--- config.mk ---
export PLATFORM = sky130hd
export DESIGN_NAME = alu_exec_unit
export DESIGN_NICKNAME = d
export VERILOG_FILES = /design/src/rtl/alu_exec_unit.sv
export SDC_FILE = /design/constraint.sdc
export NUM_CORES = 1
export LEC_CHECK = 0
export CORE_ASPECT_RATIO = 2
export CORE_MARGIN = 5
export CORE_UTILIZATION = 50
export CTS_CLUSTER_DIAMETER = 100
export CTS_CLUSTER_SIZE = 12
export DETAILED_ROUTE_END_ITERATION = 10
export PLACE_DENSITY = 0.75
export SETUP_SLACK_MARGIN = 0.02
export SLEW_MARGIN = 10
export SYNTH_ARGS = -nofsm -noshare
export SYNTH_HDL_FRONTEND = slang
export SYNTH_SLANG_ARGS = --single-unit
--- constraint.sdc ---
create_clock -name Clk -period 4.6 [get_ports Clk]
set_input_delay 1.38 -clock Clk [delete_from_list [all_inputs] [get_ports Clk]]
set_output_delay 1.38 -clock Clk [all_outputs]
set_load 0.005 [all_outputs]
--- src/rtl/alu_exec_unit.sv ---
// Sequential ALU execute unit for the multicycle CPU EX stage.
// Decodes ALUOp/Opcode, runs single-cycle ops in one step, and iterates MUL and SLL one bit per cycle.
module alu_exec_unit #(
  parameter int WIDTH = 32
) (
  input  logic             Clk,
  input  logic             Rst_n,
  input  logic             Start,
  input  logic             Flush,
  input  logic [5:0]       Opcode,
  input  logic [1:0]       ALUOp,
  input  logic [WIDTH-1:0] A,
  input  logic [WIDTH-1:0] B,
  output logic [2:0]       ALUCTLline,
  output logic             Busy,
  output logic             Done,
  output logic [WIDTH-1:0] Result,
  output logic             Zero,
  output logic             Overflow
);

  localparam int SHW  = $clog2(WIDTH);
  localparam int CNTW = SHW + 1;

  localparam logic [2:0] CTL_AND = 3'b000;
  localparam logic [2:0] CTL_OR  = 3'b001;
  localparam logic [2:0] CTL_ADD = 3'b010;
  localparam logic [2:0] CTL_SUB = 3'b011;
  localparam logic [2:0] CTL_XOR = 3'b100;
  localparam logic [2:0] CTL_SLT = 3'b101;
  localparam logic [2:0] CTL_MUL = 3'b110;
  localparam logic [2:0] CTL_SLL = 3'b111;

  typedef enum logic [1:0] {
    IDLE = 2'd0,
    ITER = 2'd1,
    DONE = 2'd2
  } state_t;

  state_t            state;
  state_t            state_next;
  logic [2:0]        ctl;
  logic [WIDTH-1:0]  acc;
  logic [WIDTH-1:0]  opa;
  logic [WIDTH-1:0]  opb;
  logic [CNTW-1:0]   cnt;

  logic              accept;
  logic [2:0]        dec;
  logic [SHW-1:0]    shamt;
  logic              iterative;
  logic [WIDTH-1:0]  sc_result;
  logic              sc_ovf;
  logic [WIDTH-1:0]  b_neg;
  logic [WIDTH-1:0]  sum;
  logic [WIDTH-1:0]  diff;
  logic signed [WIDTH-1:0] a_s;
  logic signed [WIDTH-1:0] b_s;
  logic [WIDTH-1:0]  step_next;
  logic              last_step;

  // Opcode bits above [2:0] carry no meaning for the ALU.
  logic unused_opcode;
  assign unused_opcode = ^Opcode[5:3];

  function automatic logic [2:0] decode(input logic [1:0] aluop, input logic [2:0] opc);
    logic [2:0] c;
    case (aluop)
      2'b00:   c = CTL_ADD;
      2'b01:   c = (opc == 3'b011 || opc == 3'b100) ? CTL_SLT : CTL_XOR;
      2'b10:   c = CTL_SUB;
      default: c = opc;
    endcase
    return c;
  endfunction

  // Signed overflow of x + y = s: operands agree in sign and the sum does not.
  function automatic logic add_ovf(input logic [WIDTH-1:0] x, input logic [WIDTH-1:0] y,
                                   input logic [WIDTH-1:0] s);
    return (x[WIDTH-1] == y[WIDTH-1]) && (s[WIDTH-1] != x[WIDTH-1]);
  endfunction

  assign accept    = (state == IDLE) && Start && !Flush;
  assign dec       = decode(ALUOp, Opcode[2:0]);
  assign shamt     = B[SHW-1:0];
  assign iterative = (dec == CTL_MUL) || ((dec == CTL_SLL) && (shamt != '0));
  assign last_step = (cnt == CNTW'(1));
  assign Busy      = (state != IDLE);

  assign a_s   = A;
  assign b_s   = B;
  assign b_neg = ~B + WIDTH'(1);
  assign sum   = A + B;
  assign diff  = A + b_neg;

  always_comb begin
    sc_result = A;
    sc_ovf    = 1'b0;
    case (dec)
      CTL_AND: sc_result = A & B;
      CTL_OR:  sc_result = A | B;
      CTL_ADD: begin
        sc_result = sum;
        sc_ovf    = add_ovf(A, B, sum);
      end
      CTL_SUB: begin
        sc_result = diff;
        sc_ovf    = add_ovf(A, b_neg, diff);
      end
      CTL_XOR: sc_result = A ^ B;
      CTL_SLT: sc_result = {{(WIDTH-1){1'b0}}, (a_s < b_s)};
      default: sc_result = A;
    endcase
  end

  // One iteration: shift-add multiply step or a single-bit left shift.
  always_comb begin
    step_next = acc << 1;
    if (ctl == CTL_MUL) begin
      step_next = acc + (opb[0] ? opa : '0);
    end
  end

  always_comb begin
    state_next = state;
    case (state)
      IDLE: begin
        if (accept) begin
          state_next = iterative ? ITER : DONE;
        end
      end
      ITER: begin
        if (last_step) begin
          state_next = DONE;
        end
      end
      DONE:    state_next = IDLE;
      default: state_next = IDLE;
    endcase
    if (Flush) begin
      state_next = IDLE;
    end
  end

  always_ff @(posedge Clk or negedge Rst_n) begin
    if (!Rst_n) begin
      state      <= IDLE;
      ctl        <= '0;
      acc        <= '0;
      opa        <= '0;
      opb        <= '0;
      cnt        <= '0;
      ALUCTLline <= '0;
      Done       <= 1'b0;
      Result     <= '0;
      Zero       <= 1'b0;
      Overflow   <= 1'b0;
    end else begin
      state <= state_next;
      Done  <= (state == DONE) && !Flush;
      if (accept) begin
        ctl <= dec;
        opa <= A;
        opb <= B;
        if (dec == CTL_MUL) begin
          acc <= '0;
          cnt <= CNTW'(WIDTH);
        end else begin
          acc <= A;
          cnt <= {1'b0, shamt};
        end
        if (!iterative) begin
          Result     <= sc_result;
          Zero       <= (sc_result == '0);
          Overflow   <= sc_ovf;
          ALUCTLline <= dec;
        end
      end else if (state == ITER && !Flush) begin
        acc <= step_next;
        opa <= opa << 1;
        opb <= opb >> 1;
        cnt <= cnt - CNTW'(1);
        if (last_step) begin
          Result     <= step_next;
          Zero       <= (step_next == '0);
          Overflow   <= 1'b0;
          ALUCTLline <= ctl;
        end
      end
    end
  end

endmodule

==> reports/metrics.yaml, run 1 <==
final_layout:
  diodes: 0
  design.final.nets: 2684
  flow.area_growth_from_synthesis_pct: 39.1
  layout_common_cells: "sky130_fd_sc_hd__buf_4 (458), sky130_fd_sc_hd__nand2_1 (211), sky130_fd_sc_hd__nor2_1 (188)"
  final_common_cell: "sky130_fd_sc_hd__buf_4"
  final-instance-count-excl-fill: 2818
  post-route-util_pct: 70.2
  num-fill-cells: 2432
  fraction_of_final_layout_cells_with_drive_strength_greater_than_1_pct: 26.9
routing:
  final_antenna_net_count: 0
  drt_drc_violations_left: 0
  drtIter0Drc: 1451
  drt-total-wl_mm: 61.6
  route.vias.total: 17700
  avgViaCountPerCell: 6.29
  per_cell_routed_wire_length_um: 21.8
  length_of_the_first_detailed_routing_pass_in_iterations: 7
critical_path:
  critical_path_peak_fanout: 4
  cp-end-kind: "flop"
  critical_path.n_buffers_inverters: 6
  timing.critical_path.cells: "clkdlybuf4s50_1 > inv_2 > buf_4 > and2_4 > buf_6 > nand4_1 > xnor2_2 > ha_4 > a21o_1 > a221oi_4 > o21a_1 > o21ai_2 > a41oi_2 > xor2_1 > o21ai_1 > o32ai_2 > buf_4 > o211ai_1 > nor4_1 > buf_4 > nand4_1 > o31ai_1"
  path_class: "primary input to flop"
  critPathMaxStageDelay_ns: 0.45
  worst-endpoint-arrival_ns: 5.65
  rr_worst_depth: 17
  critical_path_required_ns: 4.94
  worstSetupStartpointType: "primary input"
  critical_path.most_common_cell: "sky130_fd_sc_hd__buf_4"
  path_delay_family: "compound AO/OA/AOI/OAI gates"
  cp_num_cells: 22
  critical_path.slowest_cell: "sky130_fd_sc_hd__clkdlybuf4s50_1"
clock_network:
  cts_htree_levels: 4
  clock-sinks: 145
  path_clk_slew_ns: 0.07
  clk_path_buf_depth: 2
  cts_root_buffer: "sky130_fd_sc_hd__clkbuf_16"
  tritoncts: "done"
  cts_made_buffers: 17
  postCtsHoldBufs: 0
  clkLatencyLatePin_ns: 0.43
sta:
  hold-worst-slack_ns: 0.473
  rsz0062_at_grt: "yes"
  max_clock_freq_mhz: 188
  period_minus_slack_ns: 5.31
  fin_setup_tns_ns: -3.25
  maxSlewViolCount: 0
  timing.final.setup_violations: 13
  finalHoldViolCount: 0
  worst_pin_slew_ns: 0.820
  timing.clock.skew_ns: 0.0120
  max_slew_margin_pct: 45.3
  finalCritPeriodShare_pct: 115
  setup_slack_ns: -0.709
power:
  ir_worst_vdd_mv: 0.361
  switching_power_mw: 2.42
  total_power_mw: 6.23
  register_share_of_total_power_pct: 28.4
  p_int_mw: 3.82
  share_comb_of_total_power_pct: 48.9
  power.switching_fraction_pct: 38.8
  power.share.clock_pct: 22.8
  power-per-cell-area_nw_per_um2: 295
  power.leakage_nw: 9.84
synthesis:
  synth.distinct_cells: 89
  syn_area_um2: 15200
  synth_edf_count: 0
  sequential_area_share_after_synthesis_pct: 23.9
  synthDominantAreaCellType: "sky130_fd_sc_hd__dfrtp_1"
  synth.yosys.warnings: 0
  syn-instance-count: 1952
  ys_dominant_reg_cell: "sky130_fd_sc_hd__dfrtp_1"
  synthesized_flop_and_latch_total: 145
  average_footprint_of_a_synthesized_cell_um2: 7.77
  synth_top_cells_by_area: "sky130_fd_sc_hd__dfrtp_1 (24%), sky130_fd_sc_hd__ha_1 (14%), sky130_fd_sc_hd__a21oi_1 (5.6%)"
  synth_top_area_share_pct: 23.9
  post_synth_net_total: 2198
  proportion_of_synthesized_flip_flops_having_asynchronous_set_or_reset_pct: 100
worst_hold_path:
  min_path_cells: 2
  worst_hold_path_type: "flop to flop"
floorplan:
  fp.dieW_um: 133
  rows: 90
  ios: 115
  fp.dieArea_um2: 34100
  initial_cell_density_of_the_core_pct: 50.5
  die_y_um: 256
  core-area_um2: 30100
grt:
  largest_net_degree_at_the_start_of_global_routing: 82
  antenna_found_initial: 0
  grt.total_usage_pct: 35.1
  global_route_wire_length_before_repair_mm: 96.1
  grt_pass1_vias: 18000
  gr-total-overflow: 0
run_status:
  failed_checks: "setup timing"
  outcome: "complete, but fails checks"
place:
  routabilityCongestion: 1.01
  place.detailed.hpwl_mm: 49.1
  post-place-cells: 2767
  place.port_buffers: 111
flow_run:
  timing.max_cap.violations: 0
==> worst register-to-register path: stages, from the launching register on <==
cell and delay (ns):
sky130_fd_sc_hd__dfrtp_1 0.38, sky130_fd_sc_hd__buf_4 0.19, sky130_fd_sc_hd__nand2_1 0.12, sky130_fd_sc_hd__inv_1 0.06, sky130_fd_sc_hd__ha_1 0.28, sky130_fd_sc_hd__a21oi_1 0.26, sky130_fd_sc_hd__o221ai_1 0.28, sky130_fd_sc_hd__a211oi_2 0.37
sky130_fd_sc_hd__xor2_1 0.19, sky130_fd_sc_hd__nor2_1 0.08, sky130_fd_sc_hd__a21oi_1 0.30, sky130_fd_sc_hd__nor4b_1 0.34, sky130_fd_sc_hd__buf_4 0.18, sky130_fd_sc_hd__nand4_1 0.13, sky130_fd_sc_hd__or4b_1 0.61, sky130_fd_sc_hd__nor4_1 0.41
sky130_fd_sc_hd__a22oi_1 0.14, sky130_fd_sc_hd__o31ai_1 0.09
==> final cells by class <==
class / instances / area, um2 / area share [%]
inverters: 113 / 432 / 2.05
repair buffers: 581 / 4690 / 22.2
clock buffers: 20 / 467 / 2.21
clock inverters: 11 / 129 / 0.611
multi-input cells: 1580 / 11300 / 53.5
well taps: 368 / 460 / 2.18
flip-flops and latches: 145 / 3630 / 17.2
==> flip-flops by register name, summed over array words and instances (netlist names) <==
| name | cells |
|---|---|
| ctl | 3 |
| acc | 32 |
| ALUCTLline | 3 |
| opa | 32 |
| cnt | 6 |
| Zero | 1 |
| Result | 32 |
| opb | 32 |
| state | 2 |
| Done | 1 |
| Overflow | 1 |
==> final timing paths <==
path	start	end	slack, ns
setup / recovery	B[9]	Zero$_DFFE_PN0P_	-0.71
setup reg to reg	opb[0]$_DFFE_PN0P_	Zero$_DFFE_PN0P_	0.10
min in group asynchronous	Rst_n	ALUCTLline[1]$_DFFE_PN0P_	0.99
hold reg to reg	Result[22]$_DFFE_PN0P_	Result[22]$_DFFE_PN0P_	0.47
max in group asynchronous	Rst_n	opa[9]$_DFFE_PN0P_	2.77
hold / removal	Result[22]$_DFFE_PN0P_	Result[22]$_DFFE_PN0P_	0.47
==> synthesized netlist by cell type, types with 8 or more instances <==
cell type	instances
sky130_fd_sc_hd__nor3_1	51
sky130_fd_sc_hd__o21ai_0	101
sky130_fd_sc_hd__a211o_1	8
sky130_fd_sc_hd__xor2_1	21
sky130_fd_sc_hd__o31ai_1	8
sky130_fd_sc_hd__o21bai_1	18
sky130_fd_sc_hd__a211oi_1	17
sky130_fd_sc_hd__a22oi_1	9
sky130_fd_sc_hd__clkbuf_1	87
sky130_fd_sc_hd__o221ai_1	16
sky130_fd_sc_hd__or3_1	12
sky130_fd_sc_hd__a221oi_1	16
sky130_fd_sc_hd__nand2_1	215
sky130_fd_sc_hd__nor2_1	195
sky130_fd_sc_hd__buf_2	19
sky130_fd_sc_hd__o21a_1	17
sky130_fd_sc_hd__a31oi_1	25
sky130_fd_sc_hd__xnor2_1	57
sky130_fd_sc_hd__mux2i_1	15
sky130_fd_sc_hd__nor4_1	16
sky130_fd_sc_hd__a21oi_1	171
sky130_fd_sc_hd__o2111ai_1	10
sky130_fd_sc_hd__o22ai_1	28
sky130_fd_sc_hd__a221o_1	59
sky130_fd_sc_hd__nand3_1	35
sky130_fd_sc_hd__and2_1	43
sky130_fd_sc_hd__or2_2	8
sky130_fd_sc_hd__nand4_1	34
sky130_fd_sc_hd__o211ai_1	18
sky130_fd_sc_hd__and3_1	15
sky130_fd_sc_hd__a21o_1	33
sky130_fd_sc_hd__inv_1	111
sky130_fd_sc_hd__ha_1	167
sky130_fd_sc_hd__dfrtp_1	145
==> stage by stage <==
stage	instance area (um2)	setup slack (ns)
6_report	21100	-0.709
5_1_grt	21100	-0.828
4_1_cts	20800	-0.719
3_5_place_dp	19800	-1.61
3_3_place_gp	19800	-1.45
2_1_floorplan	15300	-0.338
==> kinds of logic after synthesis <==
family | share of synthesized area, %
mux | 1.24
xor+xnor | 4.50
simple gates | 21.0
buf+inv | 5.87
flops | 23.9
compound gates | 29.3
fa+ha+maj | 14.2
==> power by group through the flow <==
| stage | clock (mW) | combinational [mW] | sequential, mW |
|---|---|---|---|
| after floorplan | 0 | 1.59 | 1.71 |
| after global placement | 0 | 2.79 | 1.77 |
| after detailed placement | 0 | 2.85 | 1.77 |
| after CTS | 1.42 | 2.94 | 1.76 |
| after global routing | 1.47 | 3.27 | 1.79 |
| final | 1.42 | 3.05 | 1.77 |
==> routing by layer <==
metal / vias to the layer above / global-route usage, % / part of all wire, %
met3: 245 / 4.06 / 6.2
li1: 8124 / - / -
met2: 882 / 61.3 / 49
met1: 8480 / 41.1 / 38
met4: 0 / 20.3 / 6.8
met5: - / 0 / 0
==> timing repair <==
item,4_1_cts,5_1_grt
gates resized for setup,90,67
pin swaps,54,68
setup buffers,17,13
setup endpoints to repair,25,21
Power figures use the tool's default switching activity.
==> run 2: changes to the inputs <==
- ABC_AREA: default -> 1
- PLACE_DENSITY: 0.75 -> 0.74
==> reports/metrics.yaml, run 2 <==
routing:
  drtIter0Drc: 1646  # was 1,451
  route.vias.total: 20800  # was 17,700
  avgViaCountPerCell: 5.73  # was 6.29
  drt_drc_violations_left: 0  # unchanged
  drt-total-wl_mm: 73.3  # was 61.6 mm
  per_cell_routed_wire_length_um: 20.2  # was 21.8 um
  length_of_the_first_detailed_routing_pass_in_iterations: 6  # was 7
  final_antenna_net_count: 0  # unchanged
grt:
  antenna_found_initial: 0  # unchanged
  grt.total_usage_pct: 37.5  # was 35.1%
  grtUsageMet2_pct: 69.3  # was 61.3%
  grt_most_used_layer: "met2"  # unchanged
  groute.layer.met3.usage_pct: 3.50  # was 4.06%
  largest_net_degree_at_the_start_of_global_routing: 103  # was 82
  global_route_wire_length_before_repair_mm: 112  # was 96.1 mm
  gr-total-overflow: 0  # unchanged
  groute.layer.met1.usage_pct: 38.5  # was 41.1%
  grt_pass1_vias: 21100  # was 18,000
critical_path:
  critical_path.slowest_cell: "sky130_fd_sc_hd__or2_2"  # was sky130_fd_sc_hd__clkdlybuf4s50_1
  worstSetupStartpointType: "primary input"  # unchanged
  rr_worst_depth: 21  # was 17
  critical_path_peak_fanout: 4  # unchanged
  worst-endpoint-arrival_ns: 5.03  # was 5.65 ns
  critical_path_required_ns: 4.97  # was 4.94 ns
  worst-r2r-setup-slack_ns: 0.66  # was 0.10 ns
  critical_path.most_common_cell: "sky130_fd_sc_hd__nand2_1"  # was sky130_fd_sc_hd__buf_4
  path_class: "primary input to flop"  # unchanged
  cp-end-kind: "flop"  # unchanged
  critPathMaxStageDelay_ns: 0.31  # was 0.45 ns
clock_network:
  cts_root_buffer: "sky130_fd_sc_hd__clkbuf_16"  # unchanged
  cts_made_buffers: 17  # unchanged
  clkLatencyLatePin_ns: 0.43  # about the same
  tritoncts: "done"  # unchanged
  path_clk_slew_ns: 0.06  # was 0.07 ns
  cts_htree_levels: 4  # unchanged
  clk_path_buf_depth: 2  # unchanged
  clock-sinks: 145  # unchanged
synthesis:
  synthDominantAreaCellType: "sky130_fd_sc_hd__dfrtp_1"  # unchanged
  syn-instance-count: 2789  # was 1,952
  synth_top_area_share_pct: 21.3  # was 23.9%
  synthesized_flop_and_latch_total: 145  # unchanged
  proportion_of_synthesized_flip_flops_having_asynchronous_set_or_reset_pct: 100  # unchanged
  synth_edf_count: 0  # unchanged
  yosys.cell_count.top_type: "sky130_fd_sc_hd__nand2_1"  # unchanged
  synth.distinct_cells: 51  # was 89
  sequential_area_share_after_synthesis_pct: 21.3  # was 23.9%
  synth.yosys.warnings: 0  # unchanged
  synth_top_cells_by_area: "sky130_fd_sc_hd__dfrtp_1 (21%), sky130_fd_sc_hd__nand2_1 (19%), sky130_fd_sc_hd__ha_1 (12%)"  # was sky130_fd_sc_hd__dfrtp_1 (24%), sky130_fd_sc_hd__ha_1 (14%), sky130_fd_sc_hd__a21oi_1 (5.6%)
  post_synth_net_total: 3035  # was 2,198
  syn_area_um2: 17100  # was 15,200 um2
  synthTopCellsByCount: "sky130_fd_sc_hd__nand2_1 (858), sky130_fd_sc_hd__inv_1 (412), sky130_fd_sc_hd__nor2_1 (299)"  # was sky130_fd_sc_hd__nand2_1 (215), sky130_fd_sc_hd__nor2_1 (195), sky130_fd_sc_hd__a21oi_1 (171)
  ys_dominant_reg_cell: "sky130_fd_sc_hd__dfrtp_1"  # unchanged
  average_footprint_of_a_synthesized_cell_um2: 6.12  # was 7.77 um2
final_layout:
  design.final.nets: 3427  # was 2,684
  fraction_of_final_layout_cells_with_drive_strength_greater_than_1_pct: 16.8  # was 26.9%
  flow.area_growth_from_synthesis_pct: 30.6  # was 39.1%
  num-fill-cells: 3156  # was 2,432
  diodes: 0  # unchanged
  post-route-cell-area_um2: 22300  # was 21,100 um2
  final_common_cell: "sky130_fd_sc_hd__nand2_1"  # was sky130_fd_sc_hd__buf_4
  layout_common_cells: "sky130_fd_sc_hd__nand2_1 (834), sky130_fd_sc_hd__inv_1 (396), sky130_fd_sc_hd__buf_4 (332)"  # was sky130_fd_sc_hd__buf_4 (458), sky130_fd_sc_hd__nand2_1 (211), sky130_fd_sc_hd__nor2_1 (188)
sta:
  hold-worst-slack_ns: 0.473  # about the same
  max_slew_margin_pct: 35.5  # was 45.3%
  setup_slack_ns: -0.0606  # was -0.709 ns
  timing.clock.skew_ns: 0.00780  # was 0.0120 ns
  maxSlewViolCount: 0  # unchanged
  period_minus_slack_ns: 4.66  # was 5.31 ns
  rsz0062_at_grt: "yes"  # unchanged
  max_clock_freq_mhz: 215  # was 188 MHz
  finalHoldViolCount: 0  # unchanged
  timing.final.setup_violations: 1  # was 13
  finalCritPeriodShare_pct: 101  # was 115%
  worst_pin_slew_ns: 0.968  # was 0.820 ns
place:
  dpl_worst_slack_ns: -1.56  # was -1.61 ns
  place.port_buffers: 111  # unchanged
  place.detailed.hpwl_mm: 59.3  # was 49.1 mm
  routabilityCongestion: 0.991  # was 1.01
  placedInstanceArea_um2: 20800  # was 19,800 um2
floorplan:
  ios: 115  # unchanged
  core-area_um2: 33600  # was 30,100 um2
  die_y_um: 271  # was 256 um
  rows: 95  # was 90
  fp.dieArea_um2: 38100  # was 34,100 um2
  initial_cell_density_of_the_core_pct: 50.7  # was 50.5%
  fp.dieW_um: 141  # was 133 um
power:
  total_power_mw: 8.70  # was 6.23 mW
  p_int_mw: 4.67  # was 3.82 mW
  register_share_of_total_power_pct: 24.9  # was 28.4%
  switching_power_mw: 4.03  # was 2.42 mW
  power.leakage_nw: 11.9  # was 9.84 nW
  power-per-cell-area_nw_per_um2: 390  # was 295 nW/um2
  ir_worst_vdd_mv: 0.342  # was 0.361 mV
  share_comb_of_total_power_pct: 57.8  # was 48.9%
  power.switching_fraction_pct: 46.3  # was 38.8%
  power.share.clock_pct: 17.3  # was 22.8%
worst_hold_path:
  min_path_cells: 2  # unchanged
  worst_hold_path_type: "flop to flop"  # unchanged
run_status:
  outcome: "complete, but fails checks"  # unchanged
  failed_checks: "setup timing"  # unchanged
flow_run:
  timing.max_cap.violations: 0  # unchanged
-- run 2: changes by cell type after synthesis, moves of 20 or more --
cell                       before  now
sky130_fd_sc_hd__nand4_1       34   58
sky130_fd_sc_hd__a21oi_1      171  141
sky130_fd_sc_hd__nand2_1      215  858
sky130_fd_sc_hd__xnor2_1       57    6
sky130_fd_sc_hd__nor2_1       195  299
sky130_fd_sc_hd__nand3_1       35  228
sky130_fd_sc_hd__a31oi_1       25    5
sky130_fd_sc_hd__and2_1        43    1
sky130_fd_sc_hd__o22ai_1       28    8
sky130_fd_sc_hd__inv_1        111  412
sky130_fd_sc_hd__a221o_1       59   34
sky130_fd_sc_hd__clkbuf_1      87   52
sky130_fd_sc_hd__a21o_1        33    3
-- run 2: path summary, 6_finish.rpt --
check                                     startpoint                        end
max                                             B[0]           Zero$_DFFE_PN0P_
min in group asynchronous                      Rst_n      Result[2]$_DFFE_PN0P_
max in group asynchronous                      Rst_n        opb[25]$_DFFE_PN0P_
max reg2reg                       opb[0]$_DFFE_PN0P_           Zero$_DFFE_PN0P_
min                        ALUCTLline[2]$_DFFE_PN0P_  ALUCTLline[2]$_DFFE_PN0P_
min reg2reg                ALUCTLline[2]$_DFFE_PN0P_  ALUCTLline[2]$_DFFE_PN0P_
-- run 2: worst max-delay path, delay by kind of cell --
family / cells / cell delay, ns
and+or+nand+nor: 17 / 1.99
adders and majority gates: 1 / 0.29
AOI/OAI and AO/OA: 1 / 0.22
xor gates and xnor gates: 1 / 0.18
buffers and inverters: 9 / 0.93
-- run 2: metrics by stage --
stage               utilization [%]  instances  TNS (ns)
floorplan                         -       2789    -0.105
CTS                            64.8       3617    -0.943
global route                   66.3       3630     -1.36
detailed placement             61.9       3570    -20.45
global placement               61.9       3570    -18.14
finish                         66.3       3630   -0.0606
-- run 2: cells by family (layout without fill, tap and decap cells) --
logic type      after synthesis  in the layout  synth area share (%)
compound gates              411            411                  15.5
xor+xnor                     36             36                  1.85
fa+ha+maj                   170            170                  12.6
buf+inv                     497            902                  11.3
flops                       145            145                  21.3
simple gates               1530           1530                  37.6
-- run 2: layout make-up --
class                   instances  area [um2]  area share, %
well taps                     436         546           2.45
flip-flops and latches        145        3630           16.3
repair buffers                451        3720           16.7
clock buffers                  18         439           1.97
inverters                     419        1580           7.10
multi-input cells            2147       12200           54.6
clock inverters                14         205          0.921
-- run 2: power groups by stage --
stage / Sequential, mW / Combinational, mW / Clock, mW
after floorplan: 2.04 / 2.96 / 0
after global placement: 2.15 / 4.66 / 0
after detailed placement: 2.16 / 4.77 / 0
after CTS: 2.15 / 4.86 / 1.51
after global routing: 2.21 / 5.52 / 1.57
final: 2.17 / 5.03 / 1.51
-- run 2: timing repair --
action                                  in CTS  in global routing
hold buffers                                 0                  0
pin swaps                                   40                 62
resized for setup                           89                107
endpoints found under the setup margin      18                 19
cloned                                       0                  0
setup buffers                               16                 15
-- run 2: routing by layer --
layer,wire length [um],share of wire (%)
met5,0,0
met4,6550,8.9
met3,3620,4.9
met2,38100,52
met1,25000,34
==> run 3: changes to the inputs <==
- CORE_ASPECT_RATIO: 2 -> 0.5
==> reports/metrics.yaml, run 3 (synthesized netlist as in run 2, its figures left out) <==
grt:
  gr-total-overflow: 0  # unchanged
  largest_net_degree_at_the_start_of_global_routing: 79  # was 103
  grt.total_usage_pct: 35.7  # was 37.5%
  grt_pass1_vias: 18900  # was 21,100
  global_route_wire_length_before_repair_mm: 107  # was 112 mm
  antenna_found_initial: 0  # unchanged
clock_network:
  cts_htree_levels: 4  # unchanged
  path_clk_slew_ns: 0.07  # was 0.06 ns
  cts_made_buffers: 17  # unchanged
  postCtsHoldBufs: 0  # unchanged
  clkLatencyLatePin_ns: 0.42  # was 0.43 ns
  clock-sinks: 145  # unchanged
  tritoncts: "done"  # unchanged
  cts_root_buffer: "sky130_fd_sc_hd__clkbuf_16"  # unchanged
  clk_path_buf_depth: 2  # unchanged
sta:
  rsz0062_at_grt: "yes"  # unchanged
  max_slew_margin_pct: 48.3  # was 35.5%
  finalCritPeriodShare_pct: 102  # was 101%
  maxSlewViolCount: 0  # unchanged
  finalHoldViolCount: 0  # unchanged
  worst_pin_slew_ns: 0.774  # was 0.968 ns
  timing.final.setup_violations: 1  # unchanged
  period_minus_slack_ns: 4.71  # was 4.66 ns
  max_clock_freq_mhz: 212  # was 215 MHz
  timing.clock.skew_ns: 0.0121  # was 0.00780 ns
  setup_slack_ns: -0.111  # was -0.0606 ns
floorplan:
  ios: 115  # unchanged
  initial_cell_density_of_the_core_pct: 51.2  # was 50.7%
  fp.dieW_um: 271  # was 141 um
  die_y_um: 141  # was 271 um
  fp.dieArea_um2: 38100  # unchanged
  rows: 47  # was 95
  core-area_um2: 33300  # was 33,600 um2
routing:
  route.vias.total: 20700  # was 20,800
  drt-total-wl_mm: 71.7  # was 73.3 mm
  drt_drc_violations_left: 0  # unchanged
  avgViaCountPerCell: 5.75  # was 5.73
  final_antenna_net_count: 0  # unchanged
  per_cell_routed_wire_length_um: 19.9  # was 20.2 um
  length_of_the_first_detailed_routing_pass_in_iterations: 8  # was 6
  drtIter0Drc: 2587  # was 1,646
final_layout:
  diodes: 0  # unchanged
  sequential_cell_area_um2: 3630  # unchanged
  design.final.nets: 3399  # was 3,427
  layout_common_cells: "sky130_fd_sc_hd__nand2_1 (821), sky130_fd_sc_hd__inv_1 (398), sky130_fd_sc_hd__buf_4 (304)"  # was sky130_fd_sc_hd__nand2_1 (834), sky130_fd_sc_hd__inv_1 (396), sky130_fd_sc_hd__buf_4 (332)
  final-instance-count-excl-fill: 3605  # was 3,630
  multiInputGateArea_um2: 12300  # was 12,200 um2
  final_common_cell: "sky130_fd_sc_hd__nand2_1"  # unchanged
  num-fill-cells: 3023  # was 3,156
  flow.area_growth_from_synthesis_pct: 30.3  # was 30.6%
  fraction_of_final_layout_cells_with_drive_strength_greater_than_1_pct: 17.3  # was 16.8%
  post-route-cell-area_um2: 22200  # was 22,300 um2
run_status:
  failed_checks: "setup timing"  # unchanged
  outcome: "complete, but fails checks"  # unchanged
place:
  dpl_worst_slack_ns: -1.21  # was -1.56 ns
  post-place-cells: 3543  # was 3,570
  place.port_buffers: 111  # unchanged
  placedInstanceArea_um2: 20600  # was 20,800 um2
  place.detailed.hpwl_mm: 57.3  # was 59.3 mm
  routabilityCongestion: 1.02  # was 0.991
critical_path:
  critPathMaxStageDelay_ns: 0.50  # was 0.31 ns
  cp-end-kind: "flop"  # unchanged
  critical_path.most_common_cell: "sky130_fd_sc_hd__nand2_1"  # unchanged
  critical_path_required_ns: 4.97  # about the same
  worst-endpoint-arrival_ns: 5.08  # was 5.03 ns
  path_class: "primary input to flop"  # unchanged
  worstSetupStartpointType: "primary input"  # unchanged
  critical_path.slowest_cell: "sky130_fd_sc_hd__clkdlybuf4s50_1"  # was sky130_fd_sc_hd__or2_2
  critical_path_peak_fanout: 4  # unchanged
worst_hold_path:
  worst_hold_path_type: "flop to flop"  # unchanged
power:
  power.leakage_nw: 11.8  # was 11.9 nW
  ir_worst_vdd_mv: 0.363  # was 0.342 mV
  total_power_mw: 8.63  # was 8.70 mW
  power-per-cell-area_nw_per_um2: 388  # was 390 nW/um2
flow_run:
  timing.max_cap.violations: 0  # unchanged
## run 3: repair_timing
item	CTS	global route
gates resized for setup	58	183
pin swaps	23	85
setup endpoints to repair	20	22
buffers inserted	16	17
## run 3: area by class of cell
cell class | count | area share [%]
well taps | 441 | 2.48
multi-input cells | 2147 | 55.5
repair buffers | 423 | 15.8
inverters | 419 | 7.10
clock buffers | 17 | 1.91
clock inverters | 13 | 0.833
flip-flops and latches | 145 | 16.3
## run 3: final timing paths
| check | endpoint | depth (start not counted) | from | slack (ns) |
|---|---|---|---|---|
| worst max-delay path | Zero$_DFFE_PN0P_ | 32 | B[9] | -0.11 |
| worst min-delay path | Done$_DFF_PN0_ | 1 | state[0]$_DFFE_PN0P_ | 0.46 |
| worst max register to register | Zero$_DFFE_PN0P_ | 17 | opb[0]$_DFFE_PN0P_ | 1.06 |
| worst min register to register | Done$_DFF_PN0_ | 1 | state[0]$_DFFE_PN0P_ | 0.46 |
| max in group asynchronous | Result[7]$_DFFE_PN0P_ | 2 | Rst_n | 2.75 |
| min in group asynchronous | opa[29]$_DFFE_PN0P_ | 1 | Rst_n | 0.96 |
## run 3: per-stage QoR
| stage | hold slack (ns) | TNS, ns | util (%) |
|---|---|---|---|
| floorplan | 0.423 | -0.105 | - |
| global placement | 0.449 | -15.75 | 61.8 |
| detailed placement | 0.447 | -18.06 | 61.8 |
| CTS | 0.458 | -0.363 | 64.4 |
| global route | 0.492 | -1.11 | 66.7 |
| finish | 0.465 | -0.111 | 66.7 |
## run 3: routing by layer
metal | share of wire (%) | vias up | global-route usage [%] | routed length (um)
met2 | 40 | 1131 | 50.4 | 28500
met5 | 0 | - | 0 | 0
met4 | 1.7 | 0 | 6.27 | 1240
met1 | 44 | 9667 | 52.4 | 31700
li1 | - | 9846 | - | -
met3 | 14 | 96 | 13.7 | 10300
## run 3: critical path: cells and delay by family
kind | cells | cell delay, ns
fa+ha+maj | 1 | 0.29
simple gates | 20 | 1.93
compound gates | 1 | 0.06
buf+inv | 10 | 1.41
## run 3: where the power goes
| group | total (mW) | leakage [nW] | switching, mW | internal [mW] |
|---|---|---|---|---|
| logic | 4.98 | 9.78 | 3.02 | 1.96 |
| clock network | 1.46 | 0.296 | 0.551 | 0.904 |
| registers | 2.19 | 1.72 | 0.431 | 1.76 |
==> patch 1: new RTL, config.mk and constraints of run 3 <==
Change the parameter `WIDTH` from 32 to 16.
--- a/src/rtl/alu_exec_unit.sv
+++ b/src/rtl/alu_exec_unit.sv
@@ -2,5 +2,5 @@
 // Decodes ALUOp/Opcode, runs single-cycle ops in one step, and iterates MUL and SLL one bit per cycle.
 module alu_exec_unit #(
-  parameter int WIDTH = 32
+  parameter int WIDTH = 16
 ) (
   input  logic             Clk,
Interface: changed (resized A, B and Result); port bits go from 115 to 67. No check against the original RTL was run, so the function may have changed too.
==> patch 1 against run 3 <==
Synthesized area decreased by 51%. Sequential cell count decreased by 65. Die area decreased by 49%. Sequential power decreased by 52%. Cell area decreased by 55%. Routed wire length decreased by 59%. Worst setup slack improved by 0.38 ns. Cell count decreased by 54%. Power decreased by 60%.
==> patch 1: results (changes against run 3) <==
Parameter                              Value

Layout
  Non-clock buffering overhead in the final layout ... 11.8% (-4.0 points)
  Inverter count ... 196 (-53%)
  Layout clock buffers ... 11 (-6)
  Number of multi-input combinational cells ... 991 (-54%)
  Count of filler cells inserted in the layout ... 1,499 (-50%)
  Sequential cell count ... 80 (-45%)
  Clock tree cell share of total cell area ... 3.17% (+0.43 points)
  Sequential share of cell area ... 19.8% (+3.5 points)

Worst hold path
  Worst hold path depth ... 2 (+1)
  End of the worst hold path ... ALUCTLline[1]$_DFFE_PN0P_

Timing
  Tightest slew margin relative to the limit ... 32.9% (-15 points)
  Clock skew after layout ... 0.00968 ns (-0.00245 ns)

Global routing
  All-layer global routing usage ... 29.9% (-5.9 points)
  Global-route wire length before repair ... 45,500 um (-57%)

Clock network
  Clock latency reported for the late side of the worst-skew pair ... 0.34 ns (-0.08 ns)
  Num CTS Buffers ... 9 (-8)

Synthesis
  Sequential element share of the synthesized area ... 24.1% (+2.8 points)
  Synth top cells by count ... sky130_fd_sc_hd__nand2_1 (399), sky130_fd_sc_hd__inv_1 (185), sky130_fd_sc_hd__nand3_1 (118)
  Number of different library cells in the post-synthesis netlist ... 44 (-14%)

Placed design
  Number of instances in the placed design ... 1,631 (-54%)
  PortBufs ... 63 (-43%)
  Worst slack at placement ... -0.465 ns (+0.747 ns)

Routing
  Detailed Route Iter0 Violations ... 813 (-69%)

Critical path
  Crit path arrival time ... 4.60 ns (-0.48 ns)
  Highest cell delay on the worst timing path ... 0.43 ns (-0.07 ns)

Run status
  Outcome ... complete, no violations
[patch 1: cell count changes after synthesis, moves of 21 or more]
| cell | before | now |
|---|---|---|
| sky130_fd_sc_hd__nor3_1 | 37 | 16 |
| sky130_fd_sc_hd__a21oi_1 | 141 | 47 |
| sky130_fd_sc_hd__a221o_1 | 34 | 3 |
| sky130_fd_sc_hd__nand3_1 | 228 | 118 |
| sky130_fd_sc_hd__dfrtp_1 | 145 | 80 |
| sky130_fd_sc_hd__clkbuf_1 | 52 | 26 |
| sky130_fd_sc_hd__nor2_1 | 299 | 110 |
| sky130_fd_sc_hd__nand4_1 | 58 | 15 |
| sky130_fd_sc_hd__nand2_1 | 858 | 399 |
| sky130_fd_sc_hd__inv_1 | 412 | 185 |
| sky130_fd_sc_hd__ha_1 | 167 | 83 |
| sky130_fd_sc_hd__o21ai_0 | 97 | 49 |
[patch 1: kinds of logic after synthesis]
logic type / count (synthesis)
flops: 80
buf+inv: 232
xor+xnor: 21
fa+ha+maj: 86
simple gates: 694
compound gates: 190
[patch 1: stage by stage]
stage | total power, W | hold WS (ns) | util, %
after floorplan | 0.00206 | 0.431 | -
after global placement | 0.00262 | 0.464 | 58.9
after detailed placement | 0.00266 | 0.470 | 58.9
after CTS | 0.00344 | 0.485 | 61.0
after global routing | 0.00373 | 0.525 | 61.7
final | 0.00349 | 0.482 | 61.7
[patch 1: timing repair]
item | in CTS | in global routing
cloned | 0 | 0
setup buffers | 0 | 1
gates resized for setup | 6 | 24
pin swaps | 3 | 9
setup endpoints to repair | 4 | 11
[patch 1: worst min-delay path, cell delays in order, from the launching register on]
cell                      delay, ns
sky130_fd_sc_hd__dfrtp_1       0.35
sky130_fd_sc_hd__nand2_1       0.05
sky130_fd_sc_hd__nand2_1       0.05
[patch 1: worst max-delay path by stage]
stage / startpoint / endpoint / cells after the start
floorplan: B[1] / Zero$_DFFE_PN0P_ / 26
global placement: B[0] / Zero$_DFFE_PN0P_ / 27
detailed placement: B[0] / Zero$_DFFE_PN0P_ / 27
CTS: B[0] / Zero$_DFFE_PN0P_ / 27
global route: B[6] / Zero$_DFFE_PN0P_ / 24
finish: B[3] / Zero$_DFFE_PN0P_ / 26
[patch 1: report_power, final]
| part | internal, W | switching, W |
|---|---|---|
| combinational | 0.000680 | 0.000975 |
| clock | 0.000490 | 0.000287 |
| sequential | 0.000902 | 0.000156 |
[patch 1: routing by layer]
layer | routed length (um) | GRT usage [%]
met1 | 13800 | 44.9
met2 | 11700 | 43.9
met3 | 3100 | 7.09
met4 | 396 | 5.81
met5 | 0 | 0
==> patch 2: new RTL, settings of run 3 <==
Without the edit above. Encoding of `state_t`: now one-hot (3 bits for 3 states).
--- a/src/rtl/alu_exec_unit.sv
+++ b/src/rtl/alu_exec_unit.sv
@@ -32,8 +32,8 @@
   localparam logic [2:0] CTL_SLL = 3'b111;
 
-  typedef enum logic [1:0] {
-    IDLE = 2'd0,
-    ITER = 2'd1,
-    DONE = 2'd2
+  typedef enum logic [2:0] {
+    IDLE = 3'b001,
+    ITER = 3'b010,
+    DONE = 3'b100
   } state_t;
 
Function: same outputs for any inputs over 4 cycles, from zero or initial values and one cycle with Rst_n low; so few cycles prove little.
==> patch 2 against run 3 <==
The flow still finishes with violations (negative setup slack). Critical path type unchanged. Via count is 0.40% higher. Power is 14% lower. Largest cell class unchanged. Sequential cell count up 1. Routed wire length fell by 0.78%. First-iteration DRC count increased by 0.31%. Synthesized area up 1.8%. Cell area grew 0.57%. Count of clock-buffer cells in the layout is 4 higher. Worst setup slack worse by 0.19 ns. Maximum frequency decreased by 3.9%. Register-to-register slack improved by 0.20 ns. Largest power group unchanged. Synthesized cell count is 3.2% higher.
==> patch 2: results (changes against run 3) <==
Parameter                              Value

Routing
  Detailed Route Iter0 Violations ... 2,595 (+0.31%)
  Total length of routed met3 wires ... 9350 um (-9.4%)
  First-pass detailed-route iteration total ... 6 (-2)

Global routing
  Global-route wire length before repair ... 107,000 um (+0.10%)
  Met1 capacity usage during global routing ... 53.4% (+0.98 points)
  Via count of the first global-routing pass ... 18,900 (-0.16%)
  All-layer global routing usage ... 35.3% (-0.42 points)

Power
  Static leakage ... 12.0 nW (+1.4%)
  Worst vdd rail ir drop ... 0.197 mV (-46%)

Run status
  Outcome ... complete, but fails checks
  Violated checks ... negative setup slack

Synthesis
  Sequential element share of the synthesized area ... 21.0% (-0.23 points)
  Synth top cells by count ... sky130_fd_sc_hd__nand2_1 (870), sky130_fd_sc_hd__inv_1 (451), sky130_fd_sc_hd__nor2_1 (321)
  Avg Inst Size Synth ... 6.04 um2 (-1.3%)

Timing
  Clock skew after layout ... 0.00970 ns (-0.00243 ns)
  Least setup slack across all paths after layout ... -0.300 ns (-0.189 ns)
  Setup violation total in the final timing report ... 8 (+7)
  Tightest slew margin relative to the limit ... 53.0% (+4.7 points)
  Final sum of negative setup slack ... -0.926 ns (-0.815 ns)

Worst hold path
  Worst hold path depth ... 2 (+1)

Critical path
  Critical Path Start ... B[1]
  Crit path arrival time ... 5.26 ns (+0.18 ns)
  Worst-case register-to-register setup slack ... 1.26 ns (+0.20 ns)
  Crit Path Max Fanout ... 5 (+1)
  Launch point of the worst reg-to-reg path ... opa[0]$_DFFE_PN0P_

Placed design
  Half-perimeter wire length of the detailed placement result ... 57,400 um (+0.17%)
  Dpl cell area ... 0.0208 mm2 (+1.1%)
  Weighted congestion at the end of routability-driven global placement ... 1.07 (+5.3%)
  Number of instances in the placed design ... 3,649 (+3.0%)

Layout
  Number of nets in the final layout ... 3,469 (+2.1%)
  P&R area growth vs syn ... 28.7%
  Fraction of final layout cells with drive strength greater than 1 ... 16.2% (-1.1 points)
[patch 2: cell families after synthesis]
kind of cell	count (synthesis)	synth area share (%)
adders and majority gates	170	12.4
DFF	146	21.0
xor gates and xnor gates	36	1.81
buffers and inverters	540	12.2
AOI/OAI and AO/OA	402	14.0
and+or+nand+nor	1584	38.6
[patch 2: where the power goes]
group	switching [W]	total, W	internal (W)
Sequential	0.000308	0.00195	0.00164
Combinational	0.00249	0.00406	0.00157
Clock	0.000555	0.00139	0.000831
[patch 2: area by class of cell]
type	instances	share of cell area [%]
inverter	467	7.91
timing repair buffer	399	15.0
clock buffer	21	2.06
clock inverter	11	0.576
sequential	146	16.3
tap	475	2.66
multi-input combinational	2192	55.5
[patch 2: timing repair]
action	CTS	global route
pin swaps	35	90
hold buffers	0	0
gates resized for setup	75	126
buffers inserted	13	20
endpoints found under the setup margin	22	20
